`src/rtl/au_issue_ctrl_pkg.sv`:
```
// Shared definitions for the AU issue controller: architecture widths,
// AU opcodes, 3-bit FSM state encodings and an opcode classifier.
// Optional feature macro used by the controller: AU_DIV0_CHECK_EN.
package au_issue_ctrl_pkg;

  // System architecture widths
  localparam int DATA_WIDTH   = 16;
  localparam int OPCODE_WIDTH = 3;

  // Default AU latency in cycles from strobe fall to au_out capture
  localparam int AU_LATENCY_DEFAULT = 1;

  // AU opcodes
  typedef enum logic [OPCODE_WIDTH-1:0] {
    OP_NOP  = 3'd0,
    OP_ADD  = 3'd1,
    OP_SUB  = 3'd2,
    OP_MULT = 3'd3,
    OP_DIV  = 3'd4
  } au_op_e;

  // FSM state encodings
  localparam logic [2:0] S_IDLE   = 3'd0;
  localparam logic [2:0] S_SETUP  = 3'd1;
  localparam logic [2:0] S_STROBE = 3'd2;
  localparam logic [2:0] S_WAIT   = 3'd3;
  localparam logic [2:0] S_RESP   = 3'd4;

  // Result returned for a rejected divide-by-zero or unknown opcode
  localparam logic [DATA_WIDTH-1:0] DIV0_RESULT = '1;

  // True for opcodes that are actually issued to the AU
  function automatic logic is_au_op(input logic [OPCODE_WIDTH-1:0] m);
    return (m == OP_ADD) || (m == OP_SUB) || (m == OP_MULT) || (m == OP_DIV);
  endfunction

endpackage

```
`src/rtl/au_issue_ctrl_wait_counter.sv`:
```
// Down-counter that times the AU latency window: loaded while the strobe
// is high, decremented through WAIT, done on the last WAIT cycle.
import au_issue_ctrl_pkg::*;

module au_wait_counter #(
  parameter int LATENCY = AU_LATENCY_DEFAULT
) (
  input  logic clk,
  input  logic rst_n,
  input  logic load,
  input  logic dec,
  output logic done
);

  localparam int CW = (LATENCY < 2) ? 1 : $clog2(LATENCY + 1);

  logic [CW-1:0] cnt;

  // Load the latency on the strobe cycle, count down while waiting
  always_ff @(posedge clk or negedge rst_n) begin
    if (!rst_n) begin
      cnt <= '0;
    end else if (load) begin
      cnt <= CW'(LATENCY);
    end else if (dec && (cnt != '0)) begin
      cnt <= cnt - CW'(1);
    end
  end

  assign done = dec && (cnt == CW'(1));

endmodule

```
`src/rtl/au_issue_ctrl.sv`:
```
// AU issue controller: takes one arithmetic command at a time, sets up the
// AU operands, fires a one-cycle enable strobe, waits the AU latency and
// returns the captured result with the command tag.
// Optional feature: define AU_DIV0_CHECK_EN to add rsp_err and reject
// divide-by-zero / unknown opcodes without touching the AU.
//
// Handshakes: a transfer happens on a rising edge where valid and ready are
// both high. Once raised, rsp_valid and its rsp_data/rsp_tag stay constant
// until that transfer; the command side is only ready in IDLE.
import au_issue_ctrl_pkg::*;

module au_issue_ctrl #(
  parameter int DATA_W     = DATA_WIDTH,
  parameter int OP_W       = OPCODE_WIDTH,
  parameter int TAG_W      = 4,
  parameter int AU_LATENCY = AU_LATENCY_DEFAULT
) (
  input  logic              clk,
  input  logic              rst_n,
  input  logic              cmd_valid,
  output logic              cmd_ready,
  input  logic [OP_W-1:0]   cmd_mode,
  input  logic [DATA_W-1:0] cmd_a,
  input  logic [DATA_W-1:0] cmd_b,
  input  logic [TAG_W-1:0]  cmd_tag,
  output logic              au_op_enable,
  output logic [OP_W-1:0]   au_mode,
  output logic [DATA_W-1:0] au_in_1,
  output logic [DATA_W-1:0] au_in_2,
  input  logic [DATA_W-1:0] au_out,
  output logic              rsp_valid,
  input  logic              rsp_ready,
  output logic [DATA_W-1:0] rsp_data,
  output logic [TAG_W-1:0]  rsp_tag,
`ifdef AU_DIV0_CHECK_EN
  output logic              rsp_err,
`endif
  output logic [15:0]       op_count,
  output logic [2:0]        dbg_state
);

  logic [2:0]       state;
  logic [TAG_W-1:0] tag_q;
  logic             wait_done;
  logic             issue_ok;
`ifdef AU_DIV0_CHECK_EN
  logic             reject;
`endif

  assign dbg_state = state;

  // Decide at acceptance whether the command goes to the AU
`ifdef AU_DIV0_CHECK_EN
  assign reject   = !is_au_op(OPCODE_WIDTH'(cmd_mode)) ||
                    ((OPCODE_WIDTH'(cmd_mode) == OP_DIV) && (cmd_b == '0));
  assign issue_ok = !reject;
`else
  assign issue_ok = is_au_op(OPCODE_WIDTH'(cmd_mode));
`endif

  au_wait_counter #(.LATENCY(AU_LATENCY)) u_wait (
    .clk   (clk),
    .rst_n (rst_n),
    .load  (state == S_STROBE),
    .dec   (state == S_WAIT),
    .done  (wait_done)
  );

  // Main sequencer; every output is a register updated here
  always_ff @(posedge clk or negedge rst_n) begin
    if (!rst_n) begin
      state        <= S_IDLE;
      cmd_ready    <= 1'b1;
      au_op_enable <= 1'b0;
      au_mode      <= '0;
      au_in_1      <= '0;
      au_in_2      <= '0;
      rsp_valid    <= 1'b0;
      rsp_data     <= '0;
      rsp_tag      <= '0;
      tag_q        <= '0;
      op_count     <= '0;
`ifdef AU_DIV0_CHECK_EN
      rsp_err      <= 1'b0;
`endif
    end else begin
      case (state)
        S_IDLE: begin
          if (cmd_valid) begin
            cmd_ready <= 1'b0;
            tag_q     <= cmd_tag;
            if (issue_ok) begin
              // Operand registers double as the command latches
              au_mode <= cmd_mode;
              au_in_1 <= cmd_a;
              au_in_2 <= cmd_b;
              state   <= S_SETUP;
            end else begin
              // Skipped op: respond next cycle, AU inputs untouched
              rsp_valid <= 1'b1;
              rsp_tag   <= cmd_tag;
`ifdef AU_DIV0_CHECK_EN
              rsp_data  <= {DATA_W{1'b1}};
              rsp_err   <= 1'b1;
`else
              rsp_data  <= '0;
`endif
              state     <= S_RESP;
            end
          end
        end
        S_SETUP: begin
          au_op_enable <= 1'b1;
          state        <= S_STROBE;
        end
        S_STROBE: begin
          au_op_enable <= 1'b0;
          state        <= S_WAIT;
        end
        S_WAIT: begin
          if (wait_done) begin
            rsp_valid <= 1'b1;
            rsp_data  <= au_out;
            rsp_tag   <= tag_q;
`ifdef AU_DIV0_CHECK_EN
            rsp_err   <= 1'b0;
`endif
            state     <= S_RESP;
          end
        end
        S_RESP: begin
          if (rsp_ready) begin
            rsp_valid <= 1'b0;
            cmd_ready <= 1'b1;
            if (op_count != 16'hFFFF) op_count <= op_count + 16'd1;
            state     <= S_IDLE;
          end
        end
        default: begin
          state        <= S_IDLE;
          cmd_ready    <= 1'b1;
          au_op_enable <= 1'b0;
          rsp_valid    <= 1'b0;
        end
      endcase
    end
  end

endmodule
```
`config.mk`:
```
export PLATFORM = sky130hd
export DESIGN_NAME = au_issue_ctrl
export DESIGN_NICKNAME = d
export VERILOG_FILES = /design/src/rtl/au_issue_ctrl_pkg.sv /design/src/rtl/au_issue_ctrl_wait_counter.sv /design/src/rtl/au_issue_ctrl.sv
export SDC_FILE = /design/constraint.sdc
export NUM_CORES = 1
export LEC_CHECK = 0
export ABC_AREA = 1
export BUFFER_PORTS_ARGS = -buffer_cell sky130_fd_sc_hd__buf_2
export CORE_AREA = 4 4 93 104
export DETAILED_ROUTE_END_ITERATION = 10
export DIE_AREA = 0 0 97 108
export GPL_TIMING_DRIVEN = 1
export PLACE_DENSITY = 0.72
export SLEW_MARGIN = 10
export SYNTH_ARGS = -nofsm -noshare
export SYNTH_HDL_FRONTEND = slang
export SYNTH_SLANG_ARGS = --single-unit
```
`constraint.sdc`:
```
create_clock -name clk -period 3.9 [get_ports clk]
set_input_delay 0.78 -clock clk [delete_from_list [all_inputs] [get_ports clk]]
set_output_delay 0.78 -clock clk [all_outputs]
set_load 0.005 [all_outputs]
```
Word-level counts from Yosys, hierarchy flattened
Index checks and enable logic that the tools add are counted.

word-level totals
  register bits after elaboration = 82
  bits of input ports = 59
  output and inout bits = 77
  logic and storage cells = 70

cells by class
  $add $sub $neg = 2
  equality and inequality tests = 13
  muxes and demuxes = 24
  bitwise gates (word level) = 2
  reductions and logical operators = 17

operators by type and width
  cell                     count
  $mux W16                 3
  $pmux W16 S2             1
  $add A16 B1 Y16 const B  1
  $ne A16 B16 Y1 const B   1
  $pmux W3 S5              1
  $eq A3 B2 Y1 const B     4
  $mux W3                  4
  $mux W4                  3
  $reduce_and A3 Y1        4
  $mux W1                  8
  $ne A2 B2 Y1 const B     4
  $pmux W4 S2              1
  $eq A3 B1 Y1 const B     2
  $eq A3 B3 Y1 const B     2
  $reduce_or A3 Y1         2
  $reduce_and A5 Y1        1
  $pmux W1 S4              1
  $reduce_and A4 Y1        1
  $reduce_bool A2 Y1       2
  $logic_not A3 Y1         1
  $logic_or A1 B1 Y1       3
  $pmux W1 S3              1
  $not A1 Y1               2
  $pmux W1 S2              1
  4 further kinds          4

Depth between registers and ports, before layout
Gate-level depths: netlist of the first run.

  depth in word-level cells = 7
  gate-level depth with buffers = 9

Hierarchy
From an unflattened synthesis of the first run, not the netlist that was laid out.

second synthesis, totals
  cell total of the unflattened synthesis = 462
  area, all modules = 3789.9 sq um

modules (own cells, without submodules)
  module           times used  cells an instance  area an instance (sq um)
  au_issue_ctrl    1           455                3742.3
  au_wait_counter  1           7                  47.5

Worst setup path before layout of the first run
OpenSTA, ideal clock, no wires.

  path type = in2reg
  from = input port cmd_valid
  to = register rsp_valid
  setup time = 0.123 ns
  arrival = 1.639 ns
  required time = 3.777 ns
  slack = 2.138 ns
  stages on the path = 8
  buffers on the path = 2
  cells stage by stage = inv_1 -> clkbuf_1 -> nand3_1 -> nand3_1 -> inv_2 -> nand2_4 -> buf_6 -> nand2_1

between the ends
  word-level cells in the longest chain between the ends = 2

ends and longest elaborated chain
  element                             RTL line              RTL
  start: declaration                  au_issue_ctrl.sv:20   input logic cmd_valid,
  $ne A2 B2 Y1 (no source line)       -
  $reduce_and A5 Y1 (no source line)  -
  end signal: assignment              au_issue_ctrl.sv:78   rsp_valid <= 1'b0;
  end signal: assignment              au_issue_ctrl.sv:100  rsp_valid <= 1'b1;
  end signal: assignment              au_issue_ctrl.sv:122  rsp_valid <= 1'b1;
  end: declaration                    au_issue_ctrl.sv:31   output logic rsp_valid,

Every way passes these cells.
A chain may end at the register's enable or synchronous reset.

Worst setup path in the final report of the first run
  from = input port cmd_mode[1]
  to = register au_in_1[1]

between the ends
  word-level cells in the longest chain between the ends = 5
  elaborated cells on any way between the ends = 8
  classes of those cells = eq/ne: 4; reduce/logical: 4

ends and longest elaborated chain
  element                                       RTL line                 RTL
  start: declaration                            au_issue_ctrl.sv:22      input logic [OP_W-1:0] cmd_mode,
  $eq A3 B1 Y1 or $eq A3 B2 Y1 (tied branches)  au_issue_ctrl_pkg.sv:34  return (m == OP_ADD) || (m == OP_SUB) || (m == OP_MULT) || (m == OP_DIV);
  $logic_or A1 B1 Y1 (2 in a row)               au_issue_ctrl_pkg.sv:34
  $logic_or A1 B1 Y1 (*)                        au_issue_ctrl_pkg.sv:34
  $reduce_and A3 Y1 (no source line) (*)        -
  end signal: assignment                        au_issue_ctrl.sv:95      au_in_1 <= cmd_a;
  end: declaration                              au_issue_ctrl.sv:28      output logic [DATA_W-1:0] au_in_1,

Every way passes the cells marked *; elsewhere a longest branch is shown, timed or not.

==> reports/results.tsv, run 1 <==
stage	metric	value	unit
sta	fin_worst_hold_slack	0.464	ns
logic_synthesis	synth.yosys.warnings	0	
floorplan	boundaryPins	136	
clock_tree	cts_buffers	9	
clock_tree	clock_tree.buffer_depth	2	
logic_synthesis	synth-seq-cells	82	
run	drv_cap	0	
global_route	maximum_number_of_pins_on_one_net_before_global_route_repair	83	
floorplan	rows	36	
global_route	gr-usage-all-layers	18.3	%
finish	commonest_cells_after_routing_fill_and_taps_aside	sky130_fd_sc_hd__nand2_1 (226), sky130_fd_sc_hd__buf_2 (134), sky130_fd_sc_hd__dfrtp_1 (81), sky130_fd_sc_hd__o21ai_0 (42), sky130_fd_sc_hd__inv_1 (24)	
finish	antenna-diode-count	0	
route	drtPass1Iterations	4	
route	wire_per_inst	13.0	µm
logic_synthesis	syn-cell-area	3800	µm²
worst_setup_path	reg2reg_setup_slack	1.67	ns
logic_synthesis	netlist_instances	461	
global_route	grt_antenna_before_repair	0	
worst_setup_path	worstPathArrival	2.55	ns
worst_setup_path	most_frequent_cell_on_the_critical_path	sky130_fd_sc_hd__nand2_1	
logic_synthesis	synth.distinct_cells	29	
sta	grt_setup_unrepaired	false	
route	route.antenna.remaining_nets	0	
global_route	via_count_of_the_first_global_routing_pass	3366	
route	detail_route.drc_violations	0	
clock_tree	htree_num_levels	3	
clock_tree	cts_hold_buf	0	
outcome	run_status	completed	
finish	mostFrequentLayoutCell	sky130_fd_sc_hd__nand2_1	
finish	syn_to_final_growth	22.3	%
worst_setup_path	worstPathMaxFanout	38	
clock_tree	clkTransAtPathRegs	0.08	ns
worst_setup_path	cp-end-kind	flop	
placement	detailedPlace.worstSlack	1.29	ns
worst_setup_path	worst_path_largest_cell_delay	0.72	ns
sta	maxClockFrequency	440	MHz
route	routed_wirelength	9.21	mm
floorplan	floorplan.die.height	108	µm
worst_hold_path	timing.hold.worst.class	reg -> reg	
sta	final_min_period_over_clock_period	58.3	%
global_route	grt_util_met3	4.65	%
sta	relSlewSlack	30.9	%
finish	final_util	53.5	%
global_route	first_pass_grt_wire_length	15.6	mm
worst_setup_path	timing.critical_path.cells	buf_2, nor2_1, nand2_1, nand2_1, nand2_2, nor2_4, nand2_1, nand2_1	
floorplan	design.core.area	8690	µm²
sta	fin_tns_setup	0	ns
global_route	grtUsageMet1	21.5	%
sta	fin_skew	0.00460	ns
pwr	total_leakage_power	0.00262	µW
placement	buffer_ports.inserted	135	
worst_setup_path	worstPathRequired	4.18	ns
route	drt-initial-drc-count	115	
clock_tree	clock-root-buffer	sky130_fd_sc_hd__clkbuf_8	
global_route	grt-ovfl-total	0	
worst_setup_path	path_class	in -> reg	
sta	slew_viol_final	0	
pwr	worst_ir_drop_vdd	307	µV
clock_tree	post_cts.resized_instances	0	
clock_tree	clock-sinks	82	
placement	globalplace.congestion	0.826	
global_route	top_usage_layer	met2	
floorplan	floorplan.die.width	97	µm
sta	time_the_worst_path_needs_with_i_o_delays_and_setup	2.27	ns
clock_tree	skew_pair_late_insertion_delay	0.34	ns
floorplan	floorplan.initialDensity	43.8	%
worst_setup_path	cp-start-kind	input pin	
sta	hold_violations	0	
sta	report.final.setup_viol	0	
clock_tree	cts_tree	yes	
logic_synthesis	synth_seq_area_share	54.0	%
sta	fin_ws	1.63	ns
route	route.detailed.vias_per_inst	4.73	
worst_setup_path	crit_slowest_cell	sky130_fd_sc_hd__nor2_4	
sta	worst_pin_slew	1.04	ns
route	route.vias.total	3354	
pwr	power-per-cell-area	632	nW/µm²
floorplan	die_area	10500	µm²
clock_tree	post-cts-setup-buffers	0	
finish	drive_gt1_share	27.9	%
global_route	met2_usage_grt	31.6	%
finish	final_net_count	651	
logic_synthesis	syn-mean-instance-area	8.25	µm²
placement	dp_hpwl	6.62	mm
logic_synthesis	synth_fp_nets	521	
cell type report:
| class | count | area (µm²) |
|---|---|---|
| sequential | 82 | 2050 |
| tap | 114 | 143 |
| clock inverter | 2 | 12.5 |
| multi-input combinational | 335 | 1500 |
| timing repair buffer | 136 | 686 |
| inverter | 27 | 101 |
| fill | 867 | 4040 |
| clock buffer | 13 | 159 |
critical path: cells and delay by family:
| family | cells | cell delay (ns) |
|---|---|---|
| buf+inv | 1 | 0.11 |
| simple gates | 7 | 1.65 |
flip-flops by register name, summed over array words and instances, names as in the netlist:
signal / cells
dbg_state: 3
au_op_enable: 1
au_mode: 3
rsp_tag: 4
tag_q: 4
cmd_ready: 1
au_in_1: 16
rsp_data: 16
u_wait.cnt: 1
au_in_2: 16
rsp_valid: 1
op_count: 16
synth_stat cells (all sizes together):
cell | count | area share [%]
a21oi | 1 | 0.13
buf | 14 | 3.7
clkbuf | 3 | 0.30
dfrtp | 81 | 53
dfstp | 1 | 0.69
ha | 1 | 0.33
inv | 27 | 2.7
nand2 | 229 | 23
nand3 | 12 | 1.9
nand3b | 1 | 0.20
nand4 | 4 | 0.66
nor2 | 25 | 3.6
o21ai | 51 | 7.0
o21bai | 2 | 0.69
o22ai | 1 | 0.16
o31ai | 1 | 0.20
xnor2 | 4 | 0.92
xor2 | 3 | 0.69
cell families after synthesis:
kind of cell | share of synthesized area [%]
AND/OR/NAND/NOR | 29.3
XOR/XNOR | 1.61
adder cells (fa/ha/maj) | 0.329
flip-flops | 54.0
buffers and inverters | 6.64
AO/OA/AOI/OAI | 8.19
metrics by stage:
step           total power [µW]  area [µm²]  std cells
6_report                   2940        4650        709
3_5_place_dp               2430        4480        694
4_1_cts                    2990        4650        709
2_1_floorplan              1990        3800        461
3_3_place_gp               2390        4480        694
5_1_grt                    3200        4650        709
path summary, 6_finish.rpt:
kind | depth (start not counted) | end | start
worst max-delay path | 8 | au_in_1[1]$_DFFE_PN0P_ | cmd_mode[1]
worst min-delay path | 2 | cmd_ready$_DFFE_PN1P_ | cmd_ready$_DFFE_PN1P_
worst max register to register | 7 | au_in_1[1]$_DFFE_PN0P_ | dbg_state[1]$_DFFE_PN0P_
worst min register to register | 2 | cmd_ready$_DFFE_PN1P_ | cmd_ready$_DFFE_PN1P_
max in group asynchronous | 1 | au_op_enable$_DFFE_PN0N_ | rst_n
min in group asynchronous | 1 | au_in_1[9]$_DFFE_PN0P_ | rst_n
per-layer routing:
metal  share of wire (%)  vias to the layer above
met3                 6.1                       13
met1                  41                     1557
met2                  51                       87
met5                   0                        -
li1                    -                     1697
met4                 1.8                        0
where the power goes:
part	total, µW	switching [µW]	internal, µW
sequential	1370	192	1180
combinational	1020	599	419
clock	552	290	262
Power figures use the tool's default switching activity.
==> run 2: changes to the inputs <==
clock period = 2.4 ns   (was 3.9 ns; I/O delays follow)
==> run 2 against run 1 <==
Sequential power is 63% higher. Setup slack worse by 1.1 ns. Sequential share of layout area shrank 0.68 points. Register-to-register slack got worse by 1.1 ns. Cell count grew 0.71%. Die area did not move. Critical path type is now reg -> reg. Largest cell class unchanged.
==> reports/results.tsv, run 2 (synthesis results as in run 1) <==
stage	metric	value	unit	change
outcome	run_status	completed		
sta	relSlewSlack	46.8	%	+16 points
clock_tree	clock-sinks	82		unchanged
worst_setup_path	worstPathArrival	2.12	ns	-0.43 ns
worst_setup_path	cp-start-kind	flop		
worst_setup_path	timing.critical_path.cells	ha_1, inv_1, nor2_4, nand3_4, nor2_1, nor2_2, nand2_1, nand2_1		
clock_tree	clkTransAtPathRegs	0.08	ns	about the same
clock_tree	cts_buffers	9		unchanged
worst_hold_path	timing.hold.worst.class	in -> async		
finish	layout.filler_cells	847		-2.3%
finish	final_net_count	655		+0.61%
global_route	gr-usage-all-layers	18.1	%	-0.15 points
worst_setup_path	critical_path.reg2reg.endpoint	op_count[5]$_DFFE_PN0P_		
global_route	grt-ovfl-total	0		unchanged
clock_tree	clock_tree.buffer_depth	2		unchanged
global_route	via_count_of_the_first_global_routing_pass	3301		-1.9%
worst_setup_path	reg2reg_setup_slack	0.56	ns	-1.11 ns
floorplan	boundaryPins	136		unchanged
clock_tree	skew_pair_late_insertion_delay	0.35	ns	about the same
finish	syn_to_final_growth	24.2	%	
route	route.antenna.remaining_nets	0		unchanged
clock_tree	clock-root-buffer	sky130_fd_sc_hd__clkbuf_8		
placement	post-place-cells	698		+0.58%
route	drt-initial-drc-count	174		+51%
sta	fin_ws	0.559	ns	-1.07 ns
worst_setup_path	most_frequent_cell_on_the_critical_path	sky130_fd_sc_hd__nand2_1		
sta	maxClockFrequency	543	MHz	
floorplan	die_area	10500	µm²	unchanged
run	drv_cap	0		unchanged
floorplan	design.core.area	8690	µm²	unchanged
route	wire_per_inst	13.0	µm	+0.51%
route	drtPass1Iterations	4		unchanged
finish	layout.cell_area.non_filler	4730	µm²	+1.6%
global_route	maximum_number_of_pins_on_one_net_before_global_route_repair	62		-25%
finish	final_cells	714		+0.71%
clock_tree	htree_num_levels	3		unchanged
route	route.detailed.vias_per_inst	4.75		+0.42%
worst_setup_path	path_class	reg -> reg		
sta	report.final.setup_viol	0		unchanged
worst_setup_path	crit-reg2reg-launch	op_count[0]$_DFFE_PN0P_		
pwr	power-per-cell-area	1060	nW/µm²	+67%
finish	mostFrequentLayoutCell	sky130_fd_sc_hd__nand2_1		
placement	buffer_ports.inserted	135		unchanged
floorplan	rows	36		unchanged
sta	fin_tns_setup	0	ns	unchanged
clock_tree	post_cts.resized_instances	0		unchanged
global_route	first_pass_grt_wire_length	15.2	mm	-2.3%
finish	drive_gt1_share	28.3	%	+0.43 points
global_route	grt_antenna_before_repair	0		unchanged
clock_tree	post-cts-setup-buffers	0		unchanged
floorplan	floorplan.die.height	108	µm	unchanged
pwr	worst_ir_drop_vdd	486	µV	+58%
floorplan	floorplan.die.width	97	µm	unchanged
placement	detailed_place.area	4510	µm²	+0.67%
sta	worst_pin_slew	0.799	ns	-0.238 ns
sta	final_min_period_over_clock_period	76.7	%	
worst_setup_path	r2r_cells	8		+1
pwr	total_leakage_power	0.00266	µW	+1.6%
worst_setup_path	worstPathMaxFanout	16		-58%
sta	slew_viol_final	0		unchanged
worst_setup_path	worstPathRequired	2.68	ns	-1.50 ns
sta	time_the_worst_path_needs_with_i_o_delays_and_setup	1.84	ns	
clock_tree	cts_tree	yes		
route	routed_wirelength	9.32	mm	+1.2%
worst_setup_path	crit_slowest_cell	sky130_fd_sc_hd__nor2_2		
finish	commonest_cells_after_routing_fill_and_taps_aside	sky130_fd_sc_hd__nand2_1 (226), sky130_fd_sc_hd__buf_2 (134), sky130_fd_sc_hd__dfrtp_1 (81), sky130_fd_sc_hd__o21ai_0 (42), sky130_fd_sc_hd__inv_1 (24)		
finish	multi_input_area	1500	µm²	unchanged
sta	grt_setup_unrepaired	false		
route	detail_route.drc_violations	0		unchanged
floorplan	floorplan.initialDensity	43.8	%	unchanged
sta	fin_skew	0.0104	ns	+0.00575 ns
finish	total_area_of_sequential_cells	2050	µm²	unchanged
placement	detailedPlace.worstSlack	0.533	ns	-0.759 ns
worst_setup_path	cp-end-kind	flop		
placement	globalplace.congestion	0.831		+0.64%
worst_setup_path	worst_path_largest_cell_delay	0.51	ns	-0.21 ns
placement	dp_hpwl	6.78	mm	+2.4%
clock_tree	cts_hold_buf	0		unchanged
sta	hold_violations	0		unchanged
finish	antenna-diode-count	0		unchanged
route	route.vias.total	3392		+1.1%
run 2: cell count changes in the layout (fill, tap and decap cells not counted), sizes merged:
cell,before,now
buf,136,140
bufinv,0,2
clkinvlp,1,0
run 2: layer usage:
metal	part of all wire (%)	GRT usage (%)
met2	50	30.3
met4	1.6	8.12
met3	6.0	4.45
met1	43	22.4
met5	0	0
run 2: cell type report:
class | count | share of cell area [%]
clock buffer | 13 | 3.15
clock inverter | 3 | 1.38
inverter | 27 | 2.14
multi-input combinational | 335 | 31.7
sequential | 82 | 43.4
tap | 114 | 3.02
timing repair buffer | 140 | 15.1
run 2: worst max-delay path by stage:
| stage | startpoint | end | slack, ns | cells past startpoint |
|---|---|---|---|---|
| after detailed placement | cmd_mode[1] | au_in_2[3]$_DFFE_PN0P_ | 0.53 | 9 |
| after global placement | cmd_mode[1] | au_in_2[7]$_DFFE_PN0P_ | 0.58 | 9 |
| after floorplan | op_count[0]$_DFFE_PN0P_ | op_count[3]$_DFFE_PN0P_ | 0.90 | 9 |
| final | op_count[0]$_DFFE_PN0P_ | op_count[5]$_DFFE_PN0P_ | 0.56 | 8 |
| after global routing | dbg_state[1]$_DFFE_PN0P_ | au_in_2[7]$_DFFE_PN0P_ | 0.43 | 8 |
| after CTS | op_count[0]$_DFFE_PN0P_ | op_count[7]$_DFFE_PN0P_ | 0.58 | 8 |
run 2: where the power goes:
group | internal [µW] | switching [µW]
sequential | 1920 | 312
clock | 615 | 476
combinational | 692 | 976
run 2: critical path: cells and delay by family (launching register included):
family,cells,cell delay [ns]
adder cells (fa/ha/maj),1,0.26
buffers and inverters,1,0.10
flip-flops,1,0.44
AND/OR/NAND/NOR,6,0.98
run 2: through the flow:
stage,util [%],hold slack (ns),total power (µW)
3_3_place_gp,51.9,0.450,3900
3_5_place_dp,51.9,0.453,3960
5_1_grt,54.4,0.265,5400
6_report,54.4,0.209,4990
2_1_floorplan,-,0.184,3230
4_1_cts,54.4,0.230,5070
==> run 3: changes to the inputs <==
clock period = 1.7 ns   (was 2.4 ns; I/O delays follow)
==> run 3 against run 2 <==
First-iteration DRC count fell by 36%. Wire length is 0.96% lower. Design area is 2.7% higher. Sequential cell count did not move. Sequential share of layout area is 1.1 points lower. Largest cell class unchanged. Clock-buffer cell count is the same. Die area is the same. Via count rose by 1.2%. Sequential power up 40%. Total power increased by 41%. Critical path type unchanged. Clock power is 33% higher. Critical path depth decreased by 1.
==> reports/results.tsv, run 3 (synthesis results as in run 1) <==
stage	metric	value	unit	change
finish	mostFrequentLayoutCell	sky130_fd_sc_hd__nand2_1		
finish	layout.cell_area.non_filler	4850	µm²	+2.7%
worst_setup_path	worstPathMaxFanout	12		-4
route	detail_route.drc_violations	0		unchanged
clock_tree	htree_num_levels	3		unchanged
worst_setup_path	reg2reg_setup_slack	0.19	ns	-0.37 ns
outcome	run_status	completed		
pwr	power-per-cell-area	1450	nW/µm²	+38%
clock_tree	clock_tree.buffer_depth	2		unchanged
global_route	gr-usage-all-layers	17.7	%	-0.41 points
placement	detailed_place.area	4630	µm²	+2.7%
pwr	p_switching	2490	µW	+41%
worst_setup_path	crit-reg2reg-launch	dbg_state[1]$_DFFE_PN0P_		
worst_hold_path	timing.hold.worst.class	in -> reg		
global_route	first_pass_grt_wire_length	15.1	mm	-1.2%
clock_tree	post-cts-setup-buffers	0		unchanged
pwr	comb_power_share	35.1	%	+1.6 points
worst_setup_path	most_frequent_cell_on_the_critical_path	sky130_fd_sc_hd__nand2_2		
worst_setup_path	worstPathArrival	1.73	ns	-0.39 ns
finish	antenna-diode-count	0		unchanged
worst_setup_path	crit_path_start	dbg_state[1]$_DFFE_PN0P_		
worst_setup_path	worst_path_dominant_cell_family	simple AND/OR/NAND/NOR gates		
sta	maxClockFrequency	663	MHz	+22%
sta	worst_pin_slew	0.399	ns	-0.399 ns
clock_tree	clkTransAtPathRegs	0.08	ns	about the same
route	routed_wirelength	9.23	mm	-0.96%
floorplan	die_area	10500	µm²	unchanged
worst_setup_path	path_class	reg -> reg		
clock_tree	skew_pair_late_insertion_delay	0.34	ns	about the same
worst_setup_path	cp-endpoint	au_in_2[7]$_DFFE_PN0P_		
sta	fin_skew	0.00919	ns	-0.00116 ns
worst_setup_path	crit_slowest_cell	sky130_fd_sc_hd__dfrtp_1		
floorplan	floorplan.die.width	97	µm	unchanged
worst_setup_path	timing.critical_path.cells	nor2_4, nand2_2, inv_2, nand2_2, buf_4, o21ai_0, nand2_1		
clock_tree	clock-root-buffer	sky130_fd_sc_hd__clkbuf_8		
pwr	worst_ir_drop_vdd	711	µV	+46%
route	route.antenna.remaining_nets	0		unchanged
global_route	grt-ovfl-total	0		unchanged
sta	time_the_worst_path_needs_with_i_o_delays_and_setup	1.51	ns	-0.334 ns
pwr	part_of_the_total_power_dissipated_in_sequential_elements	44.4	%	-0.3 points
clock_tree	cts_tree	yes		
finish	final_util	55.8	%	+1.5 points
worst_setup_path	r2r_cells	7		-1
floorplan	floorplan.die.height	108	µm	unchanged
worst_setup_path	worstPathRequired	1.93	ns	-0.75 ns
sta	fin_tns_setup	0	ns	unchanged
route	wire_per_inst	12.7	µm	-2.7%
finish	final_net_count	669		+2.1%
placement	dp_hpwl	6.99	mm	+3.0%
worst_setup_path	critical_path.reg2reg.endpoint	au_in_2[7]$_DFFE_PN0P_		
placement	buffer_ports.inserted	135		unchanged
sta	report.final.setup_viol	0		unchanged
sta	slew_viol_final	0		unchanged
floorplan	floorplan.initialDensity	43.8	%	unchanged
placement	globalplace.congestion	0.822		-1.2%
floorplan	rows	36		unchanged
run	drv_cap	0		unchanged
worst_setup_path	cp-start-kind	flop		
sta	final_min_period_over_clock_period	88.7	%	+12 points
worst_setup_path	cp_num_buf_inv	2		+1
finish	commonest_cells_after_routing_fill_and_taps_aside	sky130_fd_sc_hd__nand2_1 (226), sky130_fd_sc_hd__buf_2 (134), sky130_fd_sc_hd__dfrtp_1 (81), sky130_fd_sc_hd__o21ai_0 (42), sky130_fd_sc_hd__inv_1 (24)		
worst_setup_path	cp-end-kind	flop		
sta	relSlewSlack	73.3	%	+27 points
route	route.vias.total	3433		+1.2%
sta	hold_violations	0		unchanged
global_route	via_count_of_the_first_global_routing_pass	3267		-1.0%
pwr	power.share.switching	35.3	%	about the same
clock_tree	cts_buffers	9		unchanged
global_route	maximum_number_of_pins_on_one_net_before_global_route_repair	35		-44%
finish	drive_gt1_share	30.0	%	+1.7 points
worst_setup_path	worstSetupPathDepth	7		-1
worst_setup_path	worst_path_largest_cell_delay	0.46	ns	-0.05 ns
sta	grt_setup_unrepaired	false		
route	drt-initial-drc-count	112		-36%
floorplan	design.core.area	8690	µm²	unchanged
route	drtPass1Iterations	4		unchanged
finish	syn_to_final_growth	27.6	%	
global_route	grt_antenna_before_repair	0		unchanged
pwr	sum_of_internal_switching_and_leakage_power	7050	µW	+41%
pwr	pwr-share-clk	20.5	%	-1.4 points
pwr	cellInternalPower	4560	µW	+41%
floorplan	boundaryPins	136		unchanged
pwr	total_leakage_power	0.00274	µW	+2.8%
route	route.detailed.vias_per_inst	4.72		-0.60%
clock_tree	clock-sinks	82		unchanged
run 3: power by group through the flow:
stage / Sequential, µW / Clock (µW) / Combinational, µW
floorplan: 3210 / 0 / 1350
global placement: 3130 / 0 / 2460
detailed placement: 3150 / 0 / 2530
CTS: 3130 / 1490 / 2530
global route: 3210 / 1570 / 2850
finish: 3130 / 1450 / 2470
run 3: tightest hold or removal path, delay by kind of cell:
kind,cells,cell delay (ns)
buf+inv,1,0.07
simple gates,2,0.09
run 3: how the worst min path moves through the flow:
stage	startpoint	endpoint	slack (ns)	cells past startpoint
after CTS	au_out[13]	rsp_data[13]$_DFFE_PN0P_	0.17	3
after floorplan	rst_n	au_in_1[0]$_DFFE_PN0P_	0.04	0
after detailed placement	rst_n	au_in_1[14]$_DFFE_PN0P_	0.26	1
after global placement	rst_n	au_in_1[14]$_DFFE_PN0P_	0.26	1
after global routing	au_out[14]	rsp_data[14]$_DFFE_PN0P_	0.19	3
final	au_out[13]	rsp_data[13]$_DFFE_PN0P_	0.19	3
run 3: through the flow:
stage | hold WS [ns] | instances | worst slack [ns]
CTS | 0.169 | 727 | 0.0354
global route | 0.187 | 727 | 0.0363
finish | 0.193 | 727 | 0.192
floorplan | 0.0444 | 461 | 0.201
detailed placement | 0.263 | 711 | 0.0457
global placement | 0.262 | 711 | 0.0952
run 3: cell type report:
cell class	instances	area, µm²
sequential	82	2050
multi-input combinational	335	1500
fill	820	3840
clock buffer	13	169
inverter	27	101
clock inverter	2	35.0
tap	114	143
timing repair buffer	154	848
run 3: repair_timing:
item,4_1_cts,5_1_grt
endpoints found under the setup margin,0,16
resized for setup,0,1
hold buffers,1,0
hold endpoints to repair,17,0
run 3: per-layer routing:
| layer | share of wire, % | wire length [µm] | vias up | global-route usage, % |
|---|---|---|---|---|
| li1 | - | - | 1736 | - |
| met5 | 0 | 0 | - | 0 |
| met4 | 1.2 | 112 | 0 | 7.02 |
| met3 | 5.3 | 489 | 10 | 3.68 |
| met2 | 50 | 4580 | 88 | 29.8 |
| met1 | 44 | 4040 | 1599 | 22.5 |
